`src/rtl/ms_latch_sequencer.sv`:
```
// rtl/ms_latch_sequencer.sv - round-robin writer for a master-slave latch bank with non-overlapping enables
// Define MS_SEQ_VERIFY_EN to compare the slave readback q_fb with d_out in DONE (sticky err).
module ms_latch_sequencer #(
  parameter int WIDTH = 8,
  parameter int HOLD  = 3,
  parameter int GAP   = 2
) (
  input  logic             i_clk,
  input  logic             i_reset,
  input  logic [1:0]       i_req,
  input  logic [WIDTH-1:0] i_data0,
  input  logic [WIDTH-1:0] i_data1,
  input  logic [WIDTH-1:0] i_q_fb,
  output logic [1:0]       o_ack,
  output logic [WIDTH-1:0] o_d_out,
  output logic             o_en_m,
  output logic             o_en_s,
  output logic             o_busy,
  output logic             o_grant_id,
  output logic             o_err
);

  localparam int MAXC = (HOLD > GAP) ? HOLD : GAP;
  localparam int CW   = (MAXC < 1) ? 1 : $clog2(MAXC + 1);
  localparam logic [CW-1:0] HOLD_LD = CW'(HOLD - 1);
  localparam logic [CW-1:0] GAP_LD  = CW'(GAP - 1);

  typedef enum logic [2:0] {
    S_IDLE, S_SETUP, S_MASTER, S_GAP, S_SLAVE, S_DONE
  } state_t;

  state_t           r_state;
  logic [CW-1:0]    r_cnt;
  logic             r_last_grant;
  logic             r_grant_id;
  logic [WIDTH-1:0] r_d_out;
  logic             r_en_m;
  logic             r_en_s;
  logic [1:0]       r_ack;
  logic             r_err;
  logic             w_winner;

  // Requester 1 wins when alone, or on a tie when requester 0 won last time.
  assign w_winner = i_req[1] & (~i_req[0] | ~r_last_grant);

  always_ff @(posedge i_clk) begin
    if (i_reset) begin
      r_state      <= S_IDLE;
      r_cnt        <= '0;
      r_last_grant <= 1'b1;
      r_grant_id   <= 1'b0;
      r_d_out      <= '0;
      r_en_m       <= 1'b0;
      r_en_s       <= 1'b0;
      r_ack        <= 2'b00;
      r_err        <= 1'b0;
    end else begin
      case (r_state)
        S_IDLE: begin
          if (i_req != 2'b00) begin
            r_grant_id   <= w_winner;
            r_last_grant <= w_winner;
            r_d_out      <= w_winner ? i_data1 : i_data0;
            r_state      <= S_SETUP;
          end
        end
        S_SETUP: begin
          r_en_m  <= 1'b1;
          r_cnt   <= HOLD_LD;
          r_state <= S_MASTER;
        end
        S_MASTER: begin
          if (r_cnt == '0) begin
            r_en_m  <= 1'b0;
            r_cnt   <= GAP_LD;
            r_state <= S_GAP;
          end else begin
            r_cnt <= r_cnt - 1'b1;
          end
        end
        S_GAP: begin
          if (r_cnt == '0) begin
            r_en_s  <= 1'b1;
            r_cnt   <= HOLD_LD;
            r_state <= S_SLAVE;
          end else begin
            r_cnt <= r_cnt - 1'b1;
          end
        end
        S_SLAVE: begin
          if (r_cnt == '0) begin
            r_en_s  <= 1'b0;
            r_ack   <= r_grant_id ? 2'b10 : 2'b01;
            r_state <= S_DONE;
          end else begin
            r_cnt <= r_cnt - 1'b1;
          end
        end
        S_DONE: begin
          r_ack   <= 2'b00;
          r_state <= S_IDLE;
`ifdef MS_SEQ_VERIFY_EN
          if (i_q_fb != r_d_out) r_err <= 1'b1;
`endif
        end
        default: begin
          r_en_m  <= 1'b0;
          r_en_s  <= 1'b0;
          r_ack   <= 2'b00;
          r_state <= S_IDLE;
        end
      endcase
    end
  end

`ifndef MS_SEQ_VERIFY_EN
  logic w_unused_q_fb;
  assign w_unused_q_fb = ^{i_q_fb, r_err};
`endif

  assign o_ack      = r_ack;
  assign o_d_out    = r_d_out;
  assign o_en_m     = r_en_m;
  assign o_en_s     = r_en_s;
  assign o_busy     = (r_state != S_IDLE);
  assign o_grant_id = r_grant_id;
`ifdef MS_SEQ_VERIFY_EN
  assign o_err      = r_err;
`else
  assign o_err      = 1'b0;
`endif

endmodule

```
`config.mk`:
```
export PLATFORM = sky130hd
export DESIGN_NAME = ms_latch_sequencer
export DESIGN_NICKNAME = d
export VERILOG_FILES = /design/src/rtl/ms_latch_sequencer.sv
export SDC_FILE = /design/constraint.sdc
export NUM_CORES = 1
export LEC_CHECK = 0
export CORE_MARGIN = 2
export CORE_UTILIZATION = 40
export DETAILED_ROUTE_END_ITERATION = 12
export GPL_TIMING_DRIVEN = 0
export PLACE_DENSITY_LB_ADDON = 0.3
export SETUP_SLACK_MARGIN = 0.3
export SYNTH_ARGS = -nofsm -noshare
export SYNTH_HDL_FRONTEND = slang
export SYNTH_SLANG_ARGS = --single-unit
```
`constraint.sdc`:
```
create_clock -name i_clk -period 3.5 [get_ports i_clk]
set_input_delay 0.35 -clock i_clk [delete_from_list [all_inputs] [get_ports i_clk]]
set_output_delay 0.35 -clock i_clk [all_outputs]
set_load 0.01 [all_outputs]
```
* Word-level counts from Yosys, hierarchy flattened
Cells that the tools add are included.
Cells by class: add/subtract/negate cells 1, equality and inequality tests 10, multiplexer cells 17, bitwise gates (word level) 7, reductions and logical operators 14
Operators with widths (number):
- 3-bit case mux with 5 select lines | 1
- 3-bit two-way mux | 4
- 4-bit OR reduction | 3
- 2-bit two-way mux | 5
- 2-bit inequality test, second input constant | 5
- 8-bit two-way mux | 1
- 2-bit case mux with 4 select lines | 1
- 2-bit AND reduction | 4
- 3-bit by 2-bit equality test with 1-bit output, second input constant | 2
- 3-bit equality test, second input constant | 2
- 1-bit case mux with 3 select lines | 2
- 1-bit NOT | 5
- 2-bit case mux with 2 select lines | 1
- 4-bit AND reduction | 1
- 4-bit nonzero test | 1
- 3-bit by 1-bit equality test with 1-bit output, second input constant | 1
- 3-bit zero test | 1
- 3-bit AND reduction | 1
- 3-bit nonzero test | 1
- 2-bit zero test | 1
- 1-bit two-way mux | 2
- 2-bit nonzero test | 1
- 2-bit by 1-bit subtractor with 2-bit output, second input constant | 1
- 1-bit bitwise AND | 1
- 1-bit OR | 1
Word-level totals: register bits after elaboration 19, output and inout bits 15, logic and storage cells 57

* Depth between registers and ports, before layout
Gate-level depths: netlist of run 1.
word-level depth 4, depth in mapped cells 6, mapped depth without buffers 5

* Worst setup path before layout of run 1
No wires, ideal clock.
path kind register to register, from register r_cnt[0], to register r_cnt[1], arrival time 1.427 ns, path slack 1.941 ns, cell stages (with the launch flop) 7, clock period less this slack 1.559 ns, path through dfxtp_1 > inv_1 > ha_1 > clkbuf_1 > or4b_1 > o211ai_1 > a21oi_1
Between the ends: longest elaborated chain between the ends 3, elaborated cells on any way between the ends 8, classes of those cells add/sub: 1; eq/ne: 1; mux: 4; reduce/logical: 2
RTL lines:
- start: declaration | RTL line 33 | logic [CW-1:0] r_cnt;
- start signal: assignment | RTL line 78 | r_cnt <= r_cnt - 1'b1;
- start signal: assignment | RTL line 87 | r_cnt <= r_cnt - 1'b1;
- start signal: assignment | RTL line 96 | r_cnt <= r_cnt - 1'b1;
- 2-bit by 1-bit subtractor with 2-bit output / 2-bit zero test (equally long branches)
- 2-bit two-way mux (tied with other cells) | RTL line 91 | if (r_cnt == '0) begin
- 2-bit case mux with 4 select lines / 2-bit AND reduction (equally long branches)
Parallel ways exist; a longest one is shown, timed or not. The select of a mux whose other input is x is not followed. A chain may end at the register's enable or synchronous reset.

* Worst setup path in the final report of run 1
from register r_state[1], to output port o_busy
Between the ends: longest elaborated chain between the ends 1
RTL lines:
- start: declaration | RTL line 32 | state_t r_state;
- start signal: assignment | RTL line 48 | r_state <= S_IDLE;
- start signal: assignment | RTL line 64 | r_state <= S_SETUP;
- start signal: assignment | RTL line 70 | r_state <= S_MASTER;
- 3-bit nonzero test | RTL line 125 | assign o_busy = (r_state != S_IDLE);
- end: declaration | RTL line 18 | output logic o_busy,
Every way passes these cells.

==> results of run 1 <==
synth_stat cells, types with 2 or more instances:
cell type	number
sky130_fd_sc_hd__nor2_1	4
sky130_fd_sc_hd__dfxtp_1	19
sky130_fd_sc_hd__buf_4	2
sky130_fd_sc_hd__o21ai_0	2
sky130_fd_sc_hd__inv_1	6
sky130_fd_sc_hd__or2_2	2
sky130_fd_sc_hd__nand2_1	2
sky130_fd_sc_hd__or4b_1	2
sky130_fd_sc_hd__nand2b_1	3
sky130_fd_sc_hd__buf_2	2
sky130_fd_sc_hd__o32ai_1	8
sky130_fd_sc_hd__buf_1	3
sky130_fd_sc_hd__nor3_1	3
sky130_fd_sc_hd__a21oi_1	12
sky130_fd_sc_hd__ha_1	3
sky130_fd_sc_hd__a211oi_1	8
sky130_fd_sc_hd__clkbuf_1	3
sky130_fd_sc_hd__a22oi_1	2
per-layer routing:
layer	vias up	track usage (%)	routed length [um]
met4	0	8.75	31
li1	494	-	-
met1	476	26.2	1230
met2	20	30.3	1240
met5	-	0	0
met3	4	3.33	97
worst register-to-register path, stage by stage, from the launching register on:
cell	delay, ps
sky130_fd_sc_hd__dfxtp_1	410
sky130_fd_sc_hd__inv_1	100
sky130_fd_sc_hd__ha_1	190
sky130_fd_sc_hd__clkbuf_1	220
sky130_fd_sc_hd__or4b_1	510
sky130_fd_sc_hd__o211ai_1	100
sky130_fd_sc_hd__a21oi_1	90
power groups by stage:
stage	Combinational [mW]	Clock (mW)	Sequential, mW
5_1_grt	0.458	0.128	0.324
2_1_floorplan	0.242	0	0.328
3_5_place_dp	0.413	0	0.319
4_1_cts	0.414	0.121	0.314
6_report	0.413	0.120	0.314
3_3_place_gp	0.399	0	0.316
sequential cells by signal, indices dropped and copies added, names as in the netlist:
name          flops
o_ack             2
o_d_out           8
o_en_m            1
o_en_s            1
o_grant_id        1
r_cnt             2
r_last_grant      1
r_state           3
kinds of logic (layout without fill, tap and decap cells):
kind of cell	count (synthesis)	count (layout)
other cells	1	1
flops	19	19
fa+ha+maj	3	3
mux	1	1
compound gates	44	44
simple gates	25	25
xor+xnor	1	1
buf+inv	17	53
metrics by stage:
step | instance area [sq um] | instances
finish | 1390 | 177
CTS | 1390 | 177
global route | 1390 | 177
global placement | 1360 | 173
floorplan | 1000 | 111
detailed placement | 1360 | 173
how the worst min path moves through the flow:
stage                           from                    end  slack, ps  depth (start not counted)
2_1_floorplan  o_ack[1]$_SDFFE_PP0P_  o_ack[1]$_SDFFE_PP0P_        480                          2
3_3_place_gp   o_ack[1]$_SDFFE_PP0P_  o_ack[1]$_SDFFE_PP0P_        440                          2
3_5_place_dp   o_ack[1]$_SDFFE_PP0P_  o_ack[1]$_SDFFE_PP0P_        450                          2
4_1_cts        o_ack[1]$_SDFFE_PP0P_  o_ack[1]$_SDFFE_PP0P_        470                          2
5_1_grt        o_ack[1]$_SDFFE_PP0P_  o_ack[1]$_SDFFE_PP0P_        470                          2
6_report       o_ack[1]$_SDFFE_PP0P_  o_ack[1]$_SDFFE_PP0P_        470                          2
area by class of cell:
class,count,area share [%]
clock buffers,3,1.62
flip-flops and latches,19,27.4
clock inverters,1,0.361
well taps,30,2.71
multi-input cells,75,38.9
repair buffers,32,23.1
plain buffers,11,4.24
inverters,6,1.62
==> run summary, run 1 <==
The largest family of logic cells by synthesized area was compound AO/OA/AOI/OAI gates. The clock net in this run drives a total of 19 sinks. The critical path starts at r_state[1]$_SDFFE_PP0P_. The synthesized netlist occupies a cell area of 0.00100 sq mm. Setup repair after global routing left no endpoint under its margin. The fmax is 428 MHz.

Dividing the detail-routed via count by the number of cells gives 5.62. Measured along the y axis, the die boundary spans 54.0 um. The clock network fraction of design power is 14.1%, and the worst slack after detailed placement is 1520 ps. The top cell types in the final layout, fill and taps aside, are sky130_fd_sc_hd__clkdlybuf4s50_1, sky130_fd_sc_hd__dfxtp_1, sky130_fd_sc_hd__a21oi_1, sky130_fd_sc_hd__o32ai_1, sky130_fd_sc_hd__a211oi_1. The share of synthesized cell area in full adder, half adder and majority cells was 3.75%.

The run gives 0 as the max-slew violation count. The floorplan step defined a die boundary enclosing 0.00292 sq mm. Number of DRC markers after the initial detailed-route iteration: 6.

The run finished with clean final reports. The logs give 37.1% for the portion of total power attributed to sequential cells and 1980 ps for the arrival time of the worst setup path. The leakage power came out at 0.508 nW.

TritonCTS built the clock tree. Counting flops with an async set or reset pin after synthesis yields a share of 0%. The worst register-to-register path ends at r_cnt[1]$_SDFFE_PP0P_. After synthesis, the largest area contributor takes up 38.0% of total cell area.

The post-synthesis register bit count was 19. The worst-case clock buffer depth was 2. The most frequently used flop master after synthesis was sky130_fd_sc_hd__dfxtp_1. The cell type group with the largest total delay on the critical path was buffers and inverters. The Yosys step of the flow raised 0 warnings.

For the relative contribution of combinational cells to total power, the log shows 48.8%. Core area: 0.00243 sq mm. The source of the worst register-to-register timing path was r_cnt[0]$_SDFFE_PP0P_. Input and output buffers added on the ports amount to 32. The congestion estimate from routability-driven global placement came to 0.741.

The highest net fanout along the worst path was 10; the power density relative to cell area was 611 mW/mm^2. The tools report the startpoint type of the worst setup path as a flip-flop. The worst hold path belongs to the class reg2reg.

The CTS H-tree depth was 1. The internal power of the cells totals 0.523 mW. The proportion of layout cells with a drive suffix above 1 was 10.2%; the antenna diode count was 0.

The area growth from synthesis to layout is 38.5%. Depth of the critical timing path with buffers and inverters included: 4. The filler cell count was 237. The run gives 0 as the number of gates given a new drive strength after cts. Counting every net in the synthesized netlist gives 142. The logs give 884 for the via count of the first global-routing pass and 1850 um for the HPWL after detailed placement. The initial antenna violation count came out at 0. The most common cell after layout, fill and taps aside is sky130_fd_sc_hd__clkdlybuf4s50_1. The transition time at the pin with the least slew margin came out at 656 ps. Adding up every negative setup slack in the final design gives 0 ps.

Summing all multi-input logic gate instances after layout gives 539 sq um. In this run the power spent charging and discharging nets is 0.325 mW. The worst register-to-register path has a setup slack of 1770 ps. Summing the areas of all compound-gate instances in the mapped netlist gives 31.9% of the synthesized area. Counting flops with a built-in enable in the synthesized netlist gives 0. The tools report the latest clock arrival within the worst-skew pair as 310 ps. Buffers added to address setup during post-CTS repair amount to 0. The smallest setup slack after layout was 1170 ps; the sum of overflow across all layers after global routing was 0. The cell count after synthesis came out at 111.

For the pin count of the biggest net entering global routing, the log shows 12. For the setup skew after layout, the log shows 10.1 ps. The final layout contains 179 nets. The XOR/XNOR share of the synthesized area was 0.875%; the total routed wirelength was 2600 um.

The number of cells on the worst reg-to-reg path is 6. The CTS clock-pin slew for the worst setup and hold paths was 120 ps. The setup path with the least slack is of type reg2out. The global router's overall resource usage is 19.4%, and the ratio of final minimum period to clock period is 66.7%. In this run the clock root is driven by a sky130_fd_sc_hd__clkbuf_4.

The type of destination of the critical path was an output port. Walking the worst path, the cells encountered are nor3_2, buf_6, inv_1, clkdlybuf4s50_1. After detailed routing, the average wire length per cell comes to 14.7 um.

In this run the horizontal extent of the chip is 54.0 um. The first global-routing pass estimated 4050 um of wire. After detailed routing, the number of remaining DRC violations is 0.

After synthesis, the cell types taking the most area are sky130_fd_sc_hd__dfxtp_1, sky130_fd_sc_hd__o32ai_1, sky130_fd_sc_hd__a21oi_1. Count of boundary I/O pins: 43. The logs give 994 for the number of vias after detailed routing and 0 for the count of endpoints failing hold in the final timing report. Number of buffers created by CTS: 3. Register cell area after layout: 380 sq um. Data on the critical path is required at its endpoint by 3150 ps.

The switching share of total power works out to 38.3%. The number of hold buffers added after CTS was 0. The number of different library cells used by synthesis comes to 43.

The biggest area contributor in the post-synthesis netlist is sky130_fd_sc_hd__dfxtp_1. Measured against the total synthesized area, the mux share comes to 1.00%. Summing internal, switching and leakage power gives 0.847 mW.

The sum of buffers and inverters on the critical path is 3, and the final period demand of the worst path is 2330 ps. Of the synthesized area, sequential elements account for 38.0%. The first detailed-routing pass took 4 iterations. The cell with the biggest individual delay on the critical path was sky130_fd_sc_hd__nor3_2. Setup violations remaining at the end of the flow were counted as 0. The count of max-cap constraint violations was 0; the hold slack was 466 ps. The worst stage delay on the critical path was 560 ps; the final standard cell utilization of the core was 57.0%. The headroom to the max-slew limit was 56.0%.

The peak supply drop is 0.314 mV. The average footprint of a synthesized cell came out at 9.02 sq um. The remaining number of nets flagged by the antenna check after routing is 0. After Yosys synthesis, and, or, nand and nor cells account for 16.0% of the synthesized area. The floorplan has 18 rows. Following the worst setup path forward leads to its endpoint at o_busy. Initial cell density of the core: 41.2%.
Note: power is estimated with default switching activity, not from simulation.
==> run 2: changes to the inputs <==
==> constraint.sdc (replaced) <==
create_clock -name i_clk -period 2.2 [get_ports i_clk]
set_input_delay 0.22 -clock i_clk [delete_from_list [all_inputs] [get_ports i_clk]]
set_output_delay 0.22 -clock i_clk [all_outputs]
set_load 0.01 [all_outputs]
==> run summary, run 2 (same netlist as run 1, synthesis figures left out) <==
The latest clock arrival within the worst-skew pair is 320 ps (was 310 ps). The sum of overflow across all layers after global routing was 0 (unchanged); the count of buffers from port buffering was 32 (unchanged). The proportion of layout cells with a drive suffix above 1 is 12.2% (was 10.2%), and the highest net fanout along the worst path is 10 (unchanged). The run gives 12.0 ps (was 10.1 ps) as the setup skew after layout.

The sum of negative setup slack was 0 ps (unchanged). The number of flip-flops under the largest register name was 8 (unchanged). Counting I/O delays and the setup requirement, the final critical path takes 1810 ps. The run gives 19.5% (was 19.4%) as the global router's overall resource usage. Count of boundary I/O pins: 43 (unchanged).

Setup slack of the worst register-to-register path: 530 ps (was 1770 ps). Commonest cells after routing, fill and taps aside: sky130_fd_sc_hd__clkdlybuf4s50_1, sky130_fd_sc_hd__dfxtp_1, sky130_fd_sc_hd__a21oi_1, sky130_fd_sc_hd__o32ai_1, sky130_fd_sc_hd__a211oi_1 (unchanged). Setup repair after global routing left no endpoint under its margin.

The most common cell after layout, fill and taps aside was sky130_fd_sc_hd__clkdlybuf4s50_1 (unchanged). The run gives 30.3% (unchanged) as the fraction of met2 tracks used by global routing. The routed length per placed instance works out to 14.8 um (was 14.7 um).

The run gives 19 (unchanged) as the clock sink total. The power density relative to cell area is 985 mW/mm^2 (was 611 mW/mm^2). Derived from the worst setup path, the maximum achievable clock frequency is 554 MHz. The setup-violating endpoint count in the final report is 0 (unchanged). The number of DRC markers after the initial detailed-route iteration was 8 (was 6). The worst stage delay on the critical path is 460 ps (was 560 ps). The initial antenna violation count is 0 (unchanged), and the peak supply drop is 0.503 mV (was 0.314 mV).

The worst hold path class was in2reg (was reg2reg). For the number of remaining DRC errors, the log shows 0 (unchanged). The tools report the initial cell density of the core as 41.2% (unchanged). HPWL after detailed placement: 1850 um (unchanged). The sum of buffers and inverters on the critical path came out at 3 (unchanged). The number of vias per cell was 5.61 (was 5.62). The number of iterations in the first detailed-routing pass was 4 (unchanged). TritonCTS built the clock tree.

Critical path class: reg2out (unchanged). The logs give 57.7% (was 57.0%) for the final standard cell utilization of the core and 3 (unchanged) for the number of buffers created by CTS. Startpoint type of the worst setup path: a flip-flop (unchanged). The required time reported for the critical path endpoint was 1980 ps (was 3150 ps); the core area was 0.00243 sq mm (unchanged). The leakage power is 0.517 nW (was 0.508 nW), and the worst-case clock buffer depth is 2 (unchanged). The total routed wirelength came out at 2630 um (was 2600 um). Weighted congestion at the end of routability-driven global placement: 0.741 (unchanged).

The count of endpoints failing hold in the final timing report was 0 (unchanged); the met3 usage was 3.33% (unchanged). Cell type group with the largest total delay on the critical path: buffers and inverters (unchanged). The floorplan die width came out at 54.0 um (unchanged).

The cell with the biggest individual delay on the critical path was sky130_fd_sc_hd__clkdlybuf4s50_1 (was sky130_fd_sc_hd__nor3_2). For the number of rows in the core area, the log shows 18 (unchanged). The post-layout net count is 180 (was 179). The worst path uses 82.1% of the clock period. The busiest layer in global routing is met2 (unchanged). The pin count of the biggest net entering global routing came out at 12 (unchanged). The logs give 1590 ps (was 1980 ps) for the arrival time of the worst setup path and 0 (unchanged) for the count of max-cap constraint violations.

The tools report the clock tree root buffer cell as sky130_fd_sc_hd__clkbuf_4 (unchanged). The vertical die dimension is 54.0 um (unchanged), and the placed cell area is 0.00136 sq mm (unchanged). The run gives 26.5% (was 26.2%) as the global-route met1 utilization. For the via count of the first global-routing pass, the log shows 896 (was 884). The max-slew violation count is 0 (unchanged).

The run gives 1 (unchanged) as the CTS H-tree depth. Crit path cell chain: nor3_4, buf_6, inv_1, clkdlybuf4s50_1 (was nor3_2, buf_6, inv_1, clkdlybuf4s50_1). The area added between synthesis and finish was 40.1% (was 38.5%). The CTS clock-pin slew for the worst setup and hold paths works out to 130 ps (was 120 ps).

The logs give 998 (was 994) for the number of vias after detailed routing and 0.00292 sq mm (unchanged) for the die area. The flow ran to the end, and the final reports show no timing, DRC or antenna violations. The type of destination of the critical path is an output port (unchanged). The remaining number of nets flagged by the antenna check after routing was 0 (unchanged); the antenna diode count was 0 (unchanged). The filler cell count was 232 (was 237); the finished layout cell area was 0.00140 sq mm (was 0.00139 sq mm). The wire length of the first global-routing pass was 4070 um (was 4050 um).
==> run 2: cell count changes in the layout (fill, tap and decap cells not counted), sizes merged <==
cell / previous run / this run
buf: 8 / 9
==> run 2: layout make-up <==
cell class	instances	area [sq um]	share of cell area, %
clock inverters	1	5.00	0.357
plain buffers	11	60.1	4.28
clock buffers	3	22.5	1.61
multi-input cells	75	546	38.9
repair buffers	33	328	23.4
inverters	6	22.5	1.61
well taps	30	37.5	2.68
flip-flops and latches	19	382	27.2
==> run 2: repair_timing <==
| action | in CTS | in global routing |
|---|---|---|
| buffers inserted | 1 | 0 |
| resized for setup | 1 | 3 |
| hold buffers | 0 | 0 |
| endpoints found under the setup margin | 1 | 2 |
| pin swaps | 1 | 0 |
==> run 2: path summary, 6_finish.rpt <==
path              cells after the start               startpoint                 endpoint
setup / recovery                      4  r_state[1]$_SDFFE_PP0P_                   o_busy
hold / removal                        2                  i_reset  r_state[0]$_SDFFE_PP0P_
setup reg to reg                      6    r_cnt[0]$_SDFFE_PP0P_    r_cnt[1]$_SDFFE_PP0P_
hold reg to reg                       2    o_ack[1]$_SDFFE_PP0P_    o_ack[1]$_SDFFE_PP0P_
==> run 2: through the flow <==
| step | setup WS [ps] | hold slack, ps | total power, mW | std cells |
|---|---|---|---|---|
| 3_3_place_gp | 362 | 440 | 1.14 | 173 |
| 4_1_cts | 360 | 351 | 1.38 | 178 |
| 3_5_place_dp | 348 | 448 | 1.16 | 173 |
| 5_1_grt | 308 | 380 | 1.48 | 178 |
| 2_1_floorplan | 641 | 386 | 0.907 | 111 |
| 6_report | 394 | 349 | 1.38 | 178 |
==> run 2: power by group <==
group | internal, mW | leakage, nW | total (mW) | switching [mW]
Clock | 0.0681 | 0.0177 | 0.194 | 0.126
Combinational | 0.353 | 0.342 | 0.682 | 0.329
Sequential | 0.431 | 0.157 | 0.505 | 0.0740
Total | 0.852 | 0.517 | 1.38 | 0.529
==> run 2: per-layer routing <==
metal,share of wire [%],vias up,wire (um)
met1,47,473,1230
met3,3.9,5,103
met4,1.8,0,47
met2,47,25,1240
met5,0,-,0
li1,-,495,-
